File: src/rtl/sata_defs.svh
// SATA generation codes as presented to the transceiver reconfiguration engine.
`ifndef SATA_DEFS_SVH
`define SATA_DEFS_SVH
`define SATA_GEN1 2'd0
`define SATA_GEN2 2'd1
`define SATA_GEN3 2'd2
`endif

File: src/rtl/av_sata_link_rate_ctrl_pkg.sv
// Shared state encoding, generation codes and generation-step helpers
// for the SATA link-rate controller.
package av_sata_link_rate_ctrl_pkg;
`include "sata_defs.svh"

  localparam logic [1:0] SATA_GEN1 = `SATA_GEN1;
  localparam logic [1:0] SATA_GEN2 = `SATA_GEN2;
  localparam logic [1:0] SATA_GEN3 = `SATA_GEN3;

  typedef enum logic [2:0] {
    st_idle,
    st_reconf_req,
    st_reconf_wait,
    st_xcvr_rst,
    st_xcvr_wait,
    st_link_wait,
    st_linked,
    st_failed
  } state_t;

  function automatic logic [1:0] sata_gen_step_down(input logic [1:0] gen);
    case (gen)
      SATA_GEN3: return SATA_GEN2;
      SATA_GEN2: return SATA_GEN1;
      default:   return SATA_GEN1;
    endcase
  endfunction

  // Unknown codes are treated as the slowest generation.
  function automatic logic [1:0] sata_gen_sanitize(input logic [1:0] gen);
    case (gen)
      SATA_GEN3: return SATA_GEN3;
      SATA_GEN2: return SATA_GEN2;
      default:   return SATA_GEN1;
    endcase
  endfunction

  function automatic int cnt_w(input int n);
    return (n > 1) ? $clog2(n) : 1;
  endfunction
endpackage

File: src/rtl/sata_pulse_timer.sv
// Loadable down-counter; done is high whenever the count has reached zero.
// Latency: a load of N gives N further cycles before done. No backpressure.
module sata_pulse_timer #(
  parameter int W = 4
) (
  input  logic         clk,
  input  logic         reset,
  input  logic         load,
  input  logic [W-1:0] load_val,
  output logic         done
);
  logic [W-1:0] cnt;

  always_ff @(posedge clk or posedge reset) begin
    if (reset)
      cnt <= '0;
    else if (load)
      cnt <= load_val;
    else if (cnt != '0)
      cnt <= cnt - 1'b1;
  end

  assign done = (cnt == '0);
endmodule

File: src/rtl/av_sata_link_rate_ctrl.sv
// SATA link-rate negotiation: reconfigure, reset transceiver, time link-up, step GEN3->GEN2->GEN1.
// Latency: outputs registered from next state; cmd_ready rise in reconf_wait -> xcvr_reset in 1 clk.
// Backpressure: cmd_reconfig held until cmd_ready; SATA_RATE_CTRL_WRAP_EN restarts the sweep at GEN1 exhaustion.
module av_sata_link_rate_ctrl
  import av_sata_link_rate_ctrl_pkg::*;
#(
  parameter int ATTEMPTS     = 3,
  parameter int LINK_TIMEOUT = 2500000,
  parameter int RST_CYCLES   = 16
) (
  input  logic       reset,
  input  logic       clk,
  input  logic       enable,
  input  logic [1:0] max_gen,
  output logic       cmd_reconfig,
  output logic [1:0] cmd_sata_gen,
  input  logic       cmd_ready,
  output logic       xcvr_reset,
  input  logic       xcvr_ready,
  output logic       phy_rst,
  input  logic       phy_linkup,
  input  logic       phy_fail,
  output logic [1:0] cur_gen,
  output logic       linked,
  output logic       failed
);
  localparam int TW = cnt_w(LINK_TIMEOUT);
  localparam int RW = cnt_w(RST_CYCLES);
  localparam int AW = $clog2(ATTEMPTS + 1);
  localparam logic [TW-1:0] TO_LOAD  = TW'(LINK_TIMEOUT - 1);
  localparam logic [RW-1:0] RST_LOAD = RW'(RST_CYCLES - 1);
  localparam logic [AW-1:0] ATT_LAST = AW'(ATTEMPTS - 1);

  state_t          state, state_nx;
  logic [1:0]      cur_gen_nx, max_gen_q, max_gen_nx;
  logic [AW-1:0]   att, att_nx;
  logic            hold_q;
  logic            rst_done, to_done;
  logic            rst_load, to_load;

  always_comb begin
    state_nx   = state;
    cur_gen_nx = cur_gen;
    max_gen_nx = max_gen_q;
    att_nx     = att;
    case (state)
      st_idle: if (enable) begin
        max_gen_nx = sata_gen_sanitize(max_gen);
        cur_gen_nx = sata_gen_sanitize(max_gen);
        att_nx     = '0;
        state_nx   = st_reconf_req;
      end
      // An offered command that the engine takes is never dropped by enable.
      st_reconf_req:
        if (cmd_ready)    state_nx = st_reconf_wait;
        else if (!enable) state_nx = st_idle;
      st_reconf_wait:
        if (hold_q && cmd_ready) state_nx = enable ? st_xcvr_rst : st_idle;
      st_xcvr_rst:
        if (!enable)       state_nx = st_idle;
        else if (rst_done) state_nx = st_xcvr_wait;
      st_xcvr_wait:
        if (!enable)         state_nx = st_idle;
        else if (xcvr_ready) state_nx = st_link_wait;
      st_link_wait: begin
        if (!enable)
          state_nx = st_idle;
        else if (phy_linkup)
          state_nx = st_linked;
        else if (phy_fail || to_done) begin
          if (att != ATT_LAST) begin
            att_nx   = att + 1'b1;
            state_nx = st_xcvr_rst;
          end else if (cur_gen != SATA_GEN1) begin
            cur_gen_nx = sata_gen_step_down(cur_gen);
            att_nx     = '0;
            state_nx   = st_reconf_req;
          end else begin
`ifdef SATA_RATE_CTRL_WRAP_EN
            cur_gen_nx = max_gen_q;
            att_nx     = '0;
            state_nx   = st_reconf_req;
`else
            state_nx   = st_failed;
`endif
          end
        end
      end
      st_linked:
        if (!enable)
          state_nx = st_idle;
        else if (!phy_linkup) begin
          cur_gen_nx = max_gen_q;
          att_nx     = '0;
          state_nx   = st_reconf_req;
        end
      st_failed:
        if (!enable) state_nx = st_idle;
      default: state_nx = st_idle;
    endcase
  end

  assign rst_load = (state_nx == st_xcvr_rst)  && (state != st_xcvr_rst);
  assign to_load  = (state_nx == st_link_wait) && (state != st_link_wait);

  sata_pulse_timer #(.W(RW)) u_rst_timer (
    .clk      (clk),
    .reset    (reset),
    .load     (rst_load),
    .load_val (RST_LOAD),
    .done     (rst_done)
  );

  sata_pulse_timer #(.W(TW)) u_link_timer (
    .clk      (clk),
    .reset    (reset),
    .load     (to_load),
    .load_val (TO_LOAD),
    .done     (to_done)
  );

  always_ff @(posedge clk or posedge reset) begin
    if (reset) begin
      state        <= st_idle;
      cur_gen      <= SATA_GEN3;
      max_gen_q    <= SATA_GEN3;
      att          <= '0;
      hold_q       <= 1'b0;
      cmd_reconfig <= 1'b0;
      xcvr_reset   <= 1'b0;
      phy_rst      <= 1'b1;
      linked       <= 1'b0;
      failed       <= 1'b0;
    end else begin
      state        <= state_nx;
      cur_gen      <= cur_gen_nx;
      max_gen_q    <= max_gen_nx;
      att          <= att_nx;
      // cmd_ready may still read high for one cycle after acceptance.
      hold_q       <= (state == st_reconf_wait) && (state_nx == st_reconf_wait);
      cmd_reconfig <= (state_nx == st_reconf_req);
      xcvr_reset   <= (state_nx == st_xcvr_rst);
      phy_rst      <= !((state_nx == st_link_wait) || (state_nx == st_linked));
      linked       <= (state_nx == st_linked);
      failed       <= (state_nx == st_failed);
    end
  end

  assign cmd_sata_gen = cur_gen;
endmodule

File: config.mk
export PLATFORM = sky130hd
export DESIGN_NAME = av_sata_link_rate_ctrl
export DESIGN_NICKNAME = d
export VERILOG_FILES = /design/src/rtl/av_sata_link_rate_ctrl_pkg.sv /design/src/rtl/sata_pulse_timer.sv /design/src/rtl/av_sata_link_rate_ctrl.sv
export VERILOG_INCLUDE_DIRS = /design/src /design/src/rtl
export SDC_FILE = /design/constraint.sdc
export NUM_CORES = 1
export LEC_CHECK = 0
export ABC_AREA = 1
export CORE_MARGIN = 2
export CORE_UTILIZATION = 52
export DETAILED_ROUTE_END_ITERATION = 8
export GPL_ROUTABILITY_DRIVEN = 0
export HOLD_SLACK_MARGIN = 0.02
export PLACE_DENSITY = 0.75
export SETUP_SLACK_MARGIN = 0.15
export SLEW_MARGIN = 0
export SYNTH_ARGS = -nofsm -noshare
export SYNTH_HDL_FRONTEND = slang
export SYNTH_SLANG_ARGS = --single-unit
File: constraint.sdc
create_clock -name clk -period 1.75 [get_ports clk]
set_input_delay 0.4375 -clock clk [delete_from_list [all_inputs] [get_ports clk]]
set_output_delay 0.4375 -clock clk [all_outputs]
set_load 0.1 [all_outputs]
-- After elaboration in Yosys (flattened, before gate mapping)
Index checks and enable logic that the tools add are counted.
- equal/unequal tests: 28
- reduce and logical (&&, ||, !) cells: 19
- add/subtract/negate cells: 3
- multiplexer cells: 41
- operator list (kind ; count):
    3-bit two-way mux ; 15
    22-bit two-way mux ; 2
    2-bit two-way mux ; 17
    3-bit one-hot mux with 8 select lines ; 1
    22-bit zero test ; 1
    22-bit nonzero test ; 1
    22-bit by 1-bit subtractor with 22-bit output, second input constant ; 1
    3-bit == test, second input constant ; 7
    2-bit != test, second input constant ; 9
    3-bit by 2-bit == test with 1-bit output, second input constant ; 4
    2-bit one-hot mux with 3 select lines ; 2
    9-bit AND reduction ; 1
    4-bit two-way mux ; 2
    8-bit AND reduction ; 1
    3-bit by 1-bit == test with 1-bit output, second input constant ; 2
    3-bit != test, second input constant ; 2
    2-bit nonzero test ; 3
    2-bit == test, second input constant ; 2
    1-bit logical AND ; 4
    4-bit zero test ; 1
    2-bit one-hot mux with 2 select lines ; 1
    4-bit nonzero test ; 1
    4-bit by 1-bit subtractor with 4-bit output, second input constant ; 1
    3-bit zero test ; 1
    8 further kinds ; 9
- output and inout port bits: 9
- bits in registers: 41
- input port bits: 9
- logic and storage cells: 103

-- Logic depth before layout (Yosys ltp)
Gate-level depths: netlist of the first run.
- depth in word-level cells: 10
- depth in mapped cells: 13
- mapped depth without buffers: 13

-- Modules after synthesis
Synthesis of the first run repeated with hierarchy kept, for this count alone.
- cells, all modules: 422
- area, all modules: 2881.5 um^2
- modules (own cells, without submodules) (module ; cells an instance ; instances ; sequential area each (um^2) ; area each (um^2)):
    sata_pulse_timer (u_link_timer) ; 235 ; 1 ; 550.5 ; 1617.8
    av_sata_link_rate_ctrl ; 149 ; 1 ; 379.1 ; 1004.7
    sata_pulse_timer (u_rst_timer) ; 38 ; 1 ; 100.1 ; 259.0

-- Worst setup path before layout of the first run
Ideal clock, no wire load.
- kind: reg-to-reg
- from: reg cur_gen[0], in the netlist cmd_sata_gen[0]
- to: reg cur_gen[0], in the netlist cmd_sata_gen[0]
- slack: -82 ps
- period minus slack after synthesis: 1832 ps
- setup time: 125 ps
- data required time: 1625 ps
- path buffers: 0
- cell stages (with the launch flop): 8
- data arrival time: 1706 ps
- cells stage by stage: dfrtp_1 > nor2_1 > a22oi_1 > nand2_1 > nor2_1 > nand2_1 > nand2_1 > o21ai_1
- cells in the longest elaborated chain, start to end: 8
- elaborated cells between the ends (all ways): 11
- those cells by class: 2 x eq/ne; 7 x mux; 2 x reduce/logical
- RTL lines (element ; RTL line ; text):
    from (decl) ; av_sata_link_rate_ctrl.sv:23 ; output logic [1:0] cur_gen,
    from (signal assigned) ; av_sata_link_rate_ctrl.sv:136 ; cur_gen <= cur_gen_nx;
    2-bit == test ; av_sata_link_rate_ctrl_pkg.sv:22 ; case (gen)
    1-bit two-way mux ; av_sata_link_rate_ctrl_pkg.sv:22 ;
    2-bit two-way mux ; av_sata_link_rate_ctrl.sv:74 ; end else if (cur_gen != SATA_GEN1) begin
    2-bit two-way mux ; av_sata_link_rate_ctrl.sv:71 ; if (att != ATT_LAST) begin
    2-bit two-way mux ; av_sata_link_rate_ctrl.sv:70 ; else if (phy_fail || to_done) begin
    2-bit two-way mux ; av_sata_link_rate_ctrl.sv:68 ; else if (phy_linkup)
    2-bit two-way mux ; av_sata_link_rate_ctrl.sv:66 ; if (!enable)
    2-bit one-hot mux with 3 select lines ; av_sata_link_rate_ctrl.sv:46 ; case (state)
Parallel ways exist; a longest one is shown, timed or not. The select of a mux whose other input is x is not followed.
A chain may end at the register's enable or synchronous reset.

-- Final worst setup path of the first run
- from: reg u_link_timer.cnt[15]
- to: reg phy_rst
- cells in the longest elaborated chain, start to end: 9
- elaborated cells between the ends (all ways): 10
- those cells by class: 2 x eq/ne; 4 x mux; 4 x reduce/logical
- RTL lines (element ; RTL line ; text):
    from (decl) ; sata_pulse_timer.sv:12 ; logic [W-1:0] cnt;
    from (signal assigned) ; sata_pulse_timer.sv:18 ; cnt <= load_val;
    from (signal assigned) ; sata_pulse_timer.sv:20 ; cnt <= cnt - 1'b1;
    22-bit zero test * ; sata_pulse_timer.sv:23 ; assign done = (cnt == '0);
    1-bit logical OR * ; av_sata_link_rate_ctrl.sv:70 ;
    3-bit two-way mux * ; av_sata_link_rate_ctrl.sv:70 ;
    3-bit two-way mux * ; av_sata_link_rate_ctrl.sv:68 ;
    3-bit two-way mux * ; av_sata_link_rate_ctrl.sv:66 ;
    3-bit one-hot mux with 8 select lines * ; av_sata_link_rate_ctrl.sv:46 ;
    3-bit == test ; av_sata_link_rate_ctrl.sv:143 ; phy_rst <= !((state_nx == st_link_wait) || (state_nx == st_linked));
    1-bit logical OR * ; av_sata_link_rate_ctrl.sv:143 ;
    1-bit zero test * ; av_sata_link_rate_ctrl.sv:143 ;
    to (signal assigned) ; av_sata_link_rate_ctrl.sv:143 ;
    to (decl) ; av_sata_link_rate_ctrl.sv:20 ; output logic phy_rst,
Every way passes the cells marked *; elsewhere a longest branch is shown, timed or not.

==> results of run 1 <==
==> worst min-delay path, delay by kind of cell <==
kind / cells / cell delay [ns]
buffers and inverters: 3 / 0.75
==> per-stage QoR <==
| step | area (um^2) | hold WS [ns] | setup WS, ns | util, % |
|---|---|---|---|---|
| 2_1_floorplan | 2406 | 0.4579 | 0.1510 | - |
| 3_3_place_gp | 3019 | 0.4762 | -0.1301 | 68.86 |
| 3_5_place_dp | 3019 | 0.4873 | -0.2181 | 68.86 |
| 4_1_cts | 3405 | 0.5042 | 0.08421 | 77.65 |
| 5_1_grt | 3636 | 0.5182 | -0.07754 | 82.93 |
| 6_report | 3636 | 0.4985 | 0.03822 | 82.93 |
==> power by group <==
part	total, mW	switching (mW)	leakage, nW	internal [mW]
clock	0.808	0.344	0.0574	0.464
combinational	3.12	1.73	1.10	1.39
sequential	1.59	0.310	0.485	1.28
==> per-layer routing <==
metal  track usage (%)  routed length, um  share of wire [%]  vias up
met5                 0                  0                  0        -
met3             5.626                228                3.5       14
met1             31.42               2623                 40     1162
li1                  -                  -                  -     1171
met4             9.224                162                2.5        0
met2             45.68               3529                 54       51
==> kinds of logic (layout without fill, tap and decap cells) <==
family	after synthesis	count (layout)	share of synthesized area, %
simple gates	158	158	32.93
compound gates	44	44	12.19
fa+ha+maj	2	2	1.055
flops	41	41	43.43
buf+inv	42	133	7.071
xor+xnor	9	9	3.324
==> final timing paths <==
kind | to | slack, ns
worst max-delay path | phy_rst | 0.04
worst min-delay path | u_link_timer.cnt[17] | 0.50
worst max register to register | phy_rst | 0.04
worst min register to register | u_rst_timer.cnt[3] | 0.50
max in group asynchronous | phy_rst | 0.97
min in group clk | u_rst_timer.cnt[3] | 0.50
==> what timing repair did <==
action	in CTS	in global routing
resized for setup	38	44
buffers inserted	19	11
endpoints found under the setup margin	24	40
pin swaps	26	20
==> registers in the layout (all words and copies together), names as in the netlist <==
register	cells
cmd_sata_gen	2
failed	1
phy_rst	1
u_rst_timer.cnt	4
linked	1
att	2
max_gen_q	2
cmd_reconfig	1
xcvr_reset	1
u_link_timer.cnt	22
hold_q	1
state	3
==> area by class of cell <==
| cell class | count | area, um^2 |
|---|---|---|
| inverter | 38 | 150.1 |
| tap | 52 | 65.06 |
| fill | 249 | 748.2 |
| clock buffer | 6 | 82.58 |
| sequential | 41 | 1041 |
| clock inverter | 2 | 37.54 |
| multi-input combinational | 213 | 1445 |
| timing repair buffer | 87 | 814.5 |
==> Yosys cell counts, types with 2 or more instances <==
| cell type | count | area share (%) |
|---|---|---|
| xnor2_1 | 4 | 1.5 |
| a211oi_1 | 2 | 0.63 |
| nor4_1 | 4 | 1.1 |
| buf_4 | 2 | 0.63 |
| and3_1 | 2 | 0.53 |
| dfrtp_1 | 38 | 40 |
| nand3_1 | 17 | 3.6 |
| nor2_4 | 3 | 1.4 |
| nand2_2 | 6 | 1.6 |
| inv_2 | 9 | 1.4 |
| nand3b_1 | 4 | 1.3 |
| nor3_1 | 18 | 3.8 |
| o21ai_1 | 3 | 0.63 |
| a211o_1 | 6 | 2.2 |
| nor2_2 | 9 | 2.4 |
| ha_1 | 2 | 1.1 |
| nand4_1 | 3 | 0.79 |
| nor2_1 | 38 | 6.0 |
| inv_1 | 29 | 4.6 |
| xor2_1 | 5 | 1.8 |
| buf_2 | 2 | 0.42 |
| nand2_1 | 48 | 7.6 |
| a31oi_1 | 2 | 0.53 |
| o21ai_0 | 13 | 2.7 |
| o211ai_1 | 2 | 0.63 |
| dfstp_2 | 3 | 3.3 |
| a21oi_1 | 9 | 1.9 |
==> reports/results.md, run 1 <==
* **setup repair after global routing missed its margin** true
* **total die area** 5116 um^2
* **worst relative slew slack** 78.24%
* **Total GRT Usage** 26.01%
* **maximum number of pins on one net before global-route repair** 42
* **post-synthesis to final-layout area growth** 53.35%
* **Non-Filler Instances** 439
* **crit path kind** flip-flop to flip-flop
* **crit-path leading delay family** simple AND/OR/NAND/NOR gates
* **vias in the first global route** 2290
* **sum of negative setup slack** 0 ns
* **TritonCTS clock tree** built
* **vias per cell** 5.462
* **first-pass GRT wire length** 10.33 mm
* **Root Buffer Master** clkbuf_8
* **count of clock tree sinks** 41
* **detailed-route DRC error count** 0
* **flip-flop cell with the highest count after synthesis** dfrtp_1
* **post-route ant nets** 0
* **Total Routed Length** 6.544 mm
* **setup violators final** 0
* **number of nets produced by synthesis** 307
* **most frequent standard cell in the layout excluding fill and tap cells** buf_4
* **Synth Warn #** 0
* **maximum fanout count along the critical path** 7
* **number of buffers between clock root and the deepest sink** 2
* **Slowest cell on crit path** dfrtp_2
* **origin of the critical flop-to-flop path** u_link_timer.cnt[15]
* **initial core utilization** 54.08%
* **total power of the final layout** 5.520 mW
* **worst-skew pair later-pin latency** 0.30 ns
* **power density over the cells** 1518 nW/um^2
* **instance count on the critical path** 10
* **via count** 2398
* **Critical Path Max Stage Delay** 0.46 ns
* **Layout Nets** 397
* **Ports** 18
* **LEAKAGE** 1.648 nW
* **initial antenna violation count** 0
* **average instance area after synthesis** 8.010 um^2
* **final-report max-slew violation count** 0
* **placeable core region** 4384 um^2
* **cell count after synthesis** 296
* **residual overflow from global routing** 0
* **data arrival time of the worst path** 1.95 ns
* **number of placement rows** 24
* **Hold Path Class** input port to asynchronous set/reset pin
* **post-route clock period utilization** 97.82%
* **number of H-tree levels** 2
* **status** finished, final reports clean
* **layout cells sized above 1** 47.03%
* **share of flip-flops with an asynchronous set or reset after synthesis** 100.0%
* **sequential-to-total area share from yosys stat** 43.43%
* **Post-CTS Hold Fix Bufs** 0
* **most used cells in the layout excluding fill and tap cells** 65 x buf_4, 35 x nand2_1, 32 x dfrtp_1, 23 x inv_1, 23 x nor2_1
* **maximum frequency from static timing analysis** 584.2 MHz
* **distinct cell type count after synthesis** 40
* **Initial DRC Count** 111
* **chip width** 71.53 um
* **port bufs** 17
* **R2R depth** 10
* **critical path cell sequence** nor2_2 > nand2_2 > nor2_4 > nand3_4 > nand3_2 > nand3_2 > a21oi_4 > buf_6 > nor2_2 > nor2_1
* **detailed-routing iteration count for the pre-antenna-repair pass** 4
* **Fin Clk Skew** 0.007373 ns
* **number of enable flip-flop cells after synthesis** 0
* **cell area after synthesis** 2371 um^2
* **number of hold-slack violations in the final timing report** 0
* **required time of the critical path** 1.99 ns
* **Worst IR Drop VDD** 1439 uV
* **vertical die dimension** 71.53 um
* **placed cell count** 401
* **Worst-path clk slew** 0.08 ns
* **Seq cells post-synth** 41
* **max capacitance violation total** 0
* **slew at the pin closest to its max-slew limit** 0.3237 ns
* **crit path launch** u_link_timer.cnt[15]
* **kind of start point of the critical path** flip-flop
* **CTS Buf Count** 5
* **ant diodes** 0
* **Buf+Inv Stages, Crit Path** 1
* **Avg WL per Cell** 14.91 um
* **half-perimeter wire length after placement** 4.034 mm
* **capturing element type of the critical path** flip-flop
* **fin crit period** 1.712 ns
(Power assumes the default switching activity.)
==> inputs of run 2 (changes only) <==
--- a/config.mk
+++ b/config.mk
@@ -9,6 +9,7 @@
 export ABC_AREA = 1
 export CORE_MARGIN = 2
 export CORE_UTILIZATION = 52
+export CTS_CLUSTER_DIAMETER = 100
 export DETAILED_ROUTE_END_ITERATION = 8
 export GPL_ROUTABILITY_DRIVEN = 0
 export HOLD_SLACK_MARGIN = 0.02
==> results of run 2 <==
The final DEF is identical to that of run 1; final timing and power are the same.
